### config.mk
export PLATFORM = sky130hd
export DESIGN_NAME = oisc8_ram_arbiter
export DESIGN_NICKNAME = d
export VERILOG_FILES = /design/src/rtl/oisc8_ram_arbiter.sv
export SDC_FILE = /design/constraint.sdc
export NUM_CORES = 1
export LEC_CHECK = 0
export ABC_AREA = 0
export CORE_MARGIN = 4
export CORE_UTILIZATION = 35
export CTS_BUF_LIST = sky130_fd_sc_hd__clkbuf_2 sky130_fd_sc_hd__clkbuf_4 sky130_fd_sc_hd__clkbuf_8
export CTS_CLUSTER_DIAMETER = 30
export DETAILED_ROUTE_END_ITERATION = 16
export PLACE_DENSITY = 0.86
export SYNTH_ARGS = -nofsm -noshare
export SYNTH_HDL_FRONTEND = slang
export SYNTH_SLANG_ARGS = --single-unit
### constraint.sdc
create_clock -name clk -period 5 [get_ports clk]
set_clock_uncertainty 0.15 [all_clocks]
set_input_delay 1 -clock clk [delete_from_list [all_inputs] [get_ports clk]]
set_output_delay 1 -clock clk [all_outputs]
set_load 0.005 [all_outputs]
### src/rtl/oisc8_ram_arbiter.sv
`default_nettype none
// ============================================================================
// Module   : oisc8_ram_arbiter
// Purpose  : Shares the oisc8 processor RAM port between the stack, data-memory
//            and COM/DMA paths: round-robin with burst lock and starvation override.
// Revision : 1.0 - initial release
// ============================================================================
module oisc8_ram_arbiter #(
    parameter int NREQ     = 3,
    parameter int AW       = 24,
    parameter int DW       = 16,
    parameter int MAX_LOCK = 4,
    parameter int MAX_WAIT = 8
) (
    input  logic                 clk,
    input  logic                 rst,
    input  logic [NREQ-1:0]      req,
    input  logic [NREQ-1:0]      we,
    input  logic [NREQ-1:0]      lock,
    input  logic [NREQ*AW-1:0]   addr,
    input  logic [NREQ*DW-1:0]   wdata,
    output logic [NREQ-1:0]      gnt,
    output logic [NREQ-1:0]      rvalid,
    output logic [DW-1:0]        rdata,
    output logic [AW-1:0]        ram_addr,
    output logic                 ram_rd_en,
    output logic                 ram_wr_en,
    output logic [DW-1:0]        ram_wr_data,
    input  logic [DW-1:0]        ram_rd_data,
    output logic                 starved
);

    localparam int c_IDX_W = (NREQ > 1) ? $clog2(NREQ) : 1;
    localparam int c_LCK_W = $clog2(MAX_LOCK + 1);
    localparam int c_WT_W  = $clog2(MAX_WAIT + 1);
    localparam logic [c_IDX_W-1:0] c_LAST_RST = c_IDX_W'(NREQ - 1);
    localparam logic [c_LCK_W-1:0] c_MAX_LOCK = c_LCK_W'(MAX_LOCK);
    localparam logic [c_WT_W-1:0]  c_MAX_WAIT = c_WT_W'(MAX_WAIT);

    logic [c_IDX_W-1:0] r_last;
    logic               r_hold_lock;
    logic [c_LCK_W-1:0] r_lock_cnt;
    logic [c_WT_W-1:0]  r_wait [NREQ];
    logic [NREQ-1:0]    r_rvalid;
    logic               r_starved;

    logic               w_found;
    logic               w_by_starve;
    logic               w_by_lock;
    logic [c_IDX_W-1:0] w_grantee;
    logic [c_IDX_W-1:0] w_rr;
    logic [NREQ-1:0]    w_gnt;

    // Priority: starvation override, then lock hold, then round-robin after r_last.
    always_comb begin
        w_found     = 1'b0;
        w_by_starve = 1'b0;
        w_by_lock   = 1'b0;
        w_grantee   = r_last;
        w_rr        = '0;
        w_gnt       = '0;
        for (int i = 0; i < NREQ; i++) begin
            if (!w_found && req[i] && (r_wait[i] == c_MAX_WAIT)) begin
                w_found     = 1'b1;
                w_by_starve = 1'b1;
                w_grantee   = c_IDX_W'(i);
            end
        end
        if (!w_found && r_hold_lock && req[r_last] && (r_lock_cnt < c_MAX_LOCK)) begin
            w_found   = 1'b1;
            w_by_lock = 1'b1;
            w_grantee = r_last;
        end
        for (int k = 1; k <= NREQ; k++) begin
            w_rr = c_IDX_W'((int'(r_last) + k) % NREQ);
            if (!w_found && req[w_rr]) begin
                w_found   = 1'b1;
                w_grantee = w_rr;
            end
        end
        if (w_found && rst) begin
            w_gnt[w_grantee] = 1'b1;
        end
    end

    always_comb begin
        ram_addr    = '0;
        ram_wr_data = '0;
        ram_rd_en   = 1'b0;
        ram_wr_en   = 1'b0;
        for (int i = 0; i < NREQ; i++) begin
            if (w_gnt[i]) begin
                ram_addr    = addr[i*AW +: AW];
                ram_wr_data = wdata[i*DW +: DW];
                ram_wr_en   = we[i];
                ram_rd_en   = ~we[i];
            end
        end
    end

    always_ff @(posedge clk or negedge rst) begin
        if (!rst) begin
            r_last      <= c_LAST_RST;
            r_hold_lock <= 1'b0;
            r_lock_cnt  <= '0;
            r_rvalid    <= '0;
            r_starved   <= 1'b0;
            for (int i = 0; i < NREQ; i++) begin
                r_wait[i] <= '0;
            end
        end else begin
            r_rvalid  <= w_gnt & ~we;
            r_starved <= (|w_gnt) & w_by_starve;
            if (|w_gnt) begin
                r_last      <= w_grantee;
                r_hold_lock <= lock[w_grantee];
                r_lock_cnt  <= w_by_lock ? (r_lock_cnt + c_LCK_W'(1)) : c_LCK_W'(1);
            end else begin
                r_hold_lock <= 1'b0;
                r_lock_cnt  <= '0;
            end
            // A dropped request cancels itself, so its wait history is forgotten.
            for (int i = 0; i < NREQ; i++) begin
                if (!req[i] || w_gnt[i]) begin
                    r_wait[i] <= '0;
                end else if (r_wait[i] != c_MAX_WAIT) begin
                    r_wait[i] <= r_wait[i] + c_WT_W'(1);
                end
            end
        end
    end

    assign gnt     = w_gnt;
    assign rvalid  = r_rvalid;
    assign rdata   = ram_rd_data;
    assign starved = r_starved;

endmodule
`default_nettype wire

==> flow_summary.json <==
{
  "status": "finished clean",
  "synthArstFlopShare_pct": 100,
  "cts_max_level": 1,
  "cp_top_family": "buffers and inverters",
  "cp-start-kind": "primary input",
  "swShare_pct": 42.6,
  "crit_required_ns": 3.85,
  "holdBufCountCts": 0,
  "fmax_ghz": 0.201,
  "fin_util_pct": 65.8,
  "min_period_over_period_pct": 99.4,
  "drv_cap": 0,
  "gp_congestion": 1.07,
  "drtPass1Iterations": 5,
  "cp_max_fo": 14,
  "setup_ws_ns": 0.0321,
  "overflow": 0,
  "antenna_found_initial": 4,
  "first_global_vias": 3341,
  "seq_power_share_pct": 8.4,
  "synth-edff-count": 0,
  "finalSetupTns_ns": 0,
  "dp_cells": 598,
  "cts_num_sinks": 22,
  "cp_slowest_cell": "clkdlybuf4s50_1",
  "cpMostUsedCell": "buf_4",
  "clockBufferDepth": 2,
  "vdd_ir_drop_max_mv": 0.307,
  "power.net_switching_mw": 1.34,
  "drv_slew": 0,
  "syn_inst": 325,
  "die_y_um": 95.6,
  "synthFlopType": "dfrtp_1",
  "io_buffer_count": 179,
  "ios": 212,
  "avgRoutedWirePerCell_um": 19.5,
  "path_buf_inv": 5,
  "slew_headroom_pct": 66.6,
  "layout_commonest_cell": "clkdlybuf4s50_1",
  "critPathKind": "in2out",
  "hold_viol": 0,
  "timing.final.setup_violations": 0,
  "fillCellCount": 576,
  "route.met2.wl_um": 5830,
  "std_cell_rows": 31,
  "layoutNonFillerInstCount": 616,
  "synth_cell_type_count": 55,
  "ys_seq_area_share_pct": 20.5,
  "synth_nets": 481,
  "die_area_um2": 9140,
  "nNetsFinal": 670,
  "track_usage_pct": 24.1,
  "yosys_warnings": 0,
  "crit_chain": "dlygate4sd2_1 -> buf_4 -> mux2_2 -> a222oi_1 -> or4_4 -> o32ai_4 -> buf_4 -> a22o_4 -> buf_4 -> o22ai_1 -> clkdlybuf4s50_1",
  "core_um2": 7370,
  "met1_length_um": 4350,
  "drive_gt1_share_pct": 15.6,
  "start_util_pct": 36.4,
  "synth.ff_latch_count": 22,
  "dp_hpwl_um": 9210,
  "vias_per_cell": 5.57,
  "ant_nets": 0,
  "leakage_nw": 2.20,
  "finalWirelength_um": 12000,
  "clockRootBuffer": "clkbuf_8",
  "pwr-share-comb_pct": 86.1,
  "period_needed_ns": 4.97,
  "drt_iter0_drc": 265,
  "vias": 3430,
  "total_power_mw": 3.14,
  "drcViolationCount": 0,
  "path_clk_slew_ns": 0.09,
  "synth_area_um2": 2690,
  "syn_area_per_cell_um2": 8.26,
  "die_w_um": 95.6,
  "cp_data_arrival_time_ns": 3.82,
  "p_clk_share_pct": 5.5,
  "power.density_nw_per_um2": 648,
  "clk_latency_ns": 0.28,
  "area_delta_synth_final_pct": 80.7,
  "top_layer": "met4",
  "hold_path.class": "reg2reg",
  "slowest_delay_ns": 0.53,
  "grt_max_degree": 33,
  "end_kind": "primary output",
  "wl_met3_um": 1150,
  "place_ws_ns": -0.301,
  "grt_pass1_wl_um": 17100,
  "register_area_um2": 552,
  "final_cell_mix": "clkdlybuf4s50_1, nand2_1, mux2i_1",
  "multi_input_area_um2": 1840,
  "worst_pin_slew_ns": 0.496,
  "numCtsBuffers": 3,
  "cts_tree": "done",
  "p_int_mw": 1.80,
  "ff2ff_setup_slack_ns": 1.52
}
-- worst reg2reg max path: stages, from the launching register on --
cell and delay [ns]:
dfstp_2 0.62, ha_2 0.39, or4b_2 0.69, o211a_1 0.15, a211oi_2 0.26, o32ai_4 0.16, and2_4 0.22, buf_4 0.14
buf_6 0.14, o31ai_2 0.35, nor2_1 0.11
-- routing by layer --
metal | track usage, % | vias to the layer above
li1 | - | 1547
met1 | 28.5 | 1605
met2 | 38.7 | 232
met3 | 6.47 | 46
met4 | 14.5 | 0
met5 | 0 | -
-- power groups by stage --
stage | Clock (mW) | Combinational, mW | Sequential (mW)
final | 0.173 | 2.70 | 0.265
after global routing | 0.181 | 2.87 | 0.270
after CTS | 0.174 | 2.57 | 0.263
after detailed placement | 0 | 2.45 | 0.266
after global placement | 0 | 2.41 | 0.263
after floorplan | 0 | 1.52 | 0.260
-- through the flow --
stage,instance area [um^2],hold WS [ns]
6_report,4850,0.341
5_1_grt,4850,0.342
4_1_cts,4770,0.326
3_5_place_dp,4600,0.314
3_3_place_gp,4600,0.287
2_1_floorplan,2690,0.277
-- final timing paths --
path                                          from                      end  cells past startpoint
max                                         req[0]           ram_wr_data[2]                     11
min                        r_lock_cnt[0]$_DFF_PN0_  r_lock_cnt[0]$_DFF_PN0_                      1
max reg2reg                  r_last[1]$_DFFE_PN1P_   r_wait[11]$_DFFE_PN0P_                     10
min reg2reg                r_lock_cnt[0]$_DFF_PN0_  r_lock_cnt[0]$_DFF_PN0_                      1
max in group asynchronous                      rst    r_last[1]$_DFFE_PN1P_                      2
min in group asynchronous                      rst    r_wait[0]$_DFFE_PN0P_                      2
-- kinds of logic after synthesis --
kind of cell	share of synthesized area [%]
simple gates	19.3
compound gates	21.5
buf+inv	14.7
mux	17.8
flops	20.5
fa+ha+maj	4.19
xor+xnor	1.96
-- area by class of cell --
class                      count  share of cell area, %
antenna                        4                  0.206
clock buffer                   3                  0.851
multi-input combinational    250                   38.0
sequential                    22                   11.4
tap                           99                   2.55
timing repair buffer         225                   45.5
clock inverter                 1                  0.619
inverter                      12                  0.929
-- synth_stat cells, drive strengths merged, types with 3 or more instances --
master  number  area, um^2
buf         30         309
inv         12        45.0
xnor2        3        26.3
xor2         3        26.3
nand3        4        20.0
nand2b       3        18.8
a21oi        5        25.0
nor3         5        25.0
clkbuf      11        41.3
dfrtp       21         526
and2         3        21.3
o21ai        8        47.6
ha           9         113
nor2        17        66.3
mux2i       42         420
nand2       57         214
and3         4        25.0
o22ai       42         275
o21a         4        30.0
mux2         5        56.3
-- registers in the layout, summed over array words and instances, names as in the netlist --
register     cells
r_wait          12
r_last           2
r_hold_lock      1
starved          1
r_lock_cnt       3
rvalid           3
-- timing repair --
action,4_1_cts,5_1_grt
buffers inserted,7,2
endpoints found under the setup margin,44,39
pin swaps,4,5
gates resized for setup,47,15
gates cloned,1,0
(Power assumes the default switching activity.)
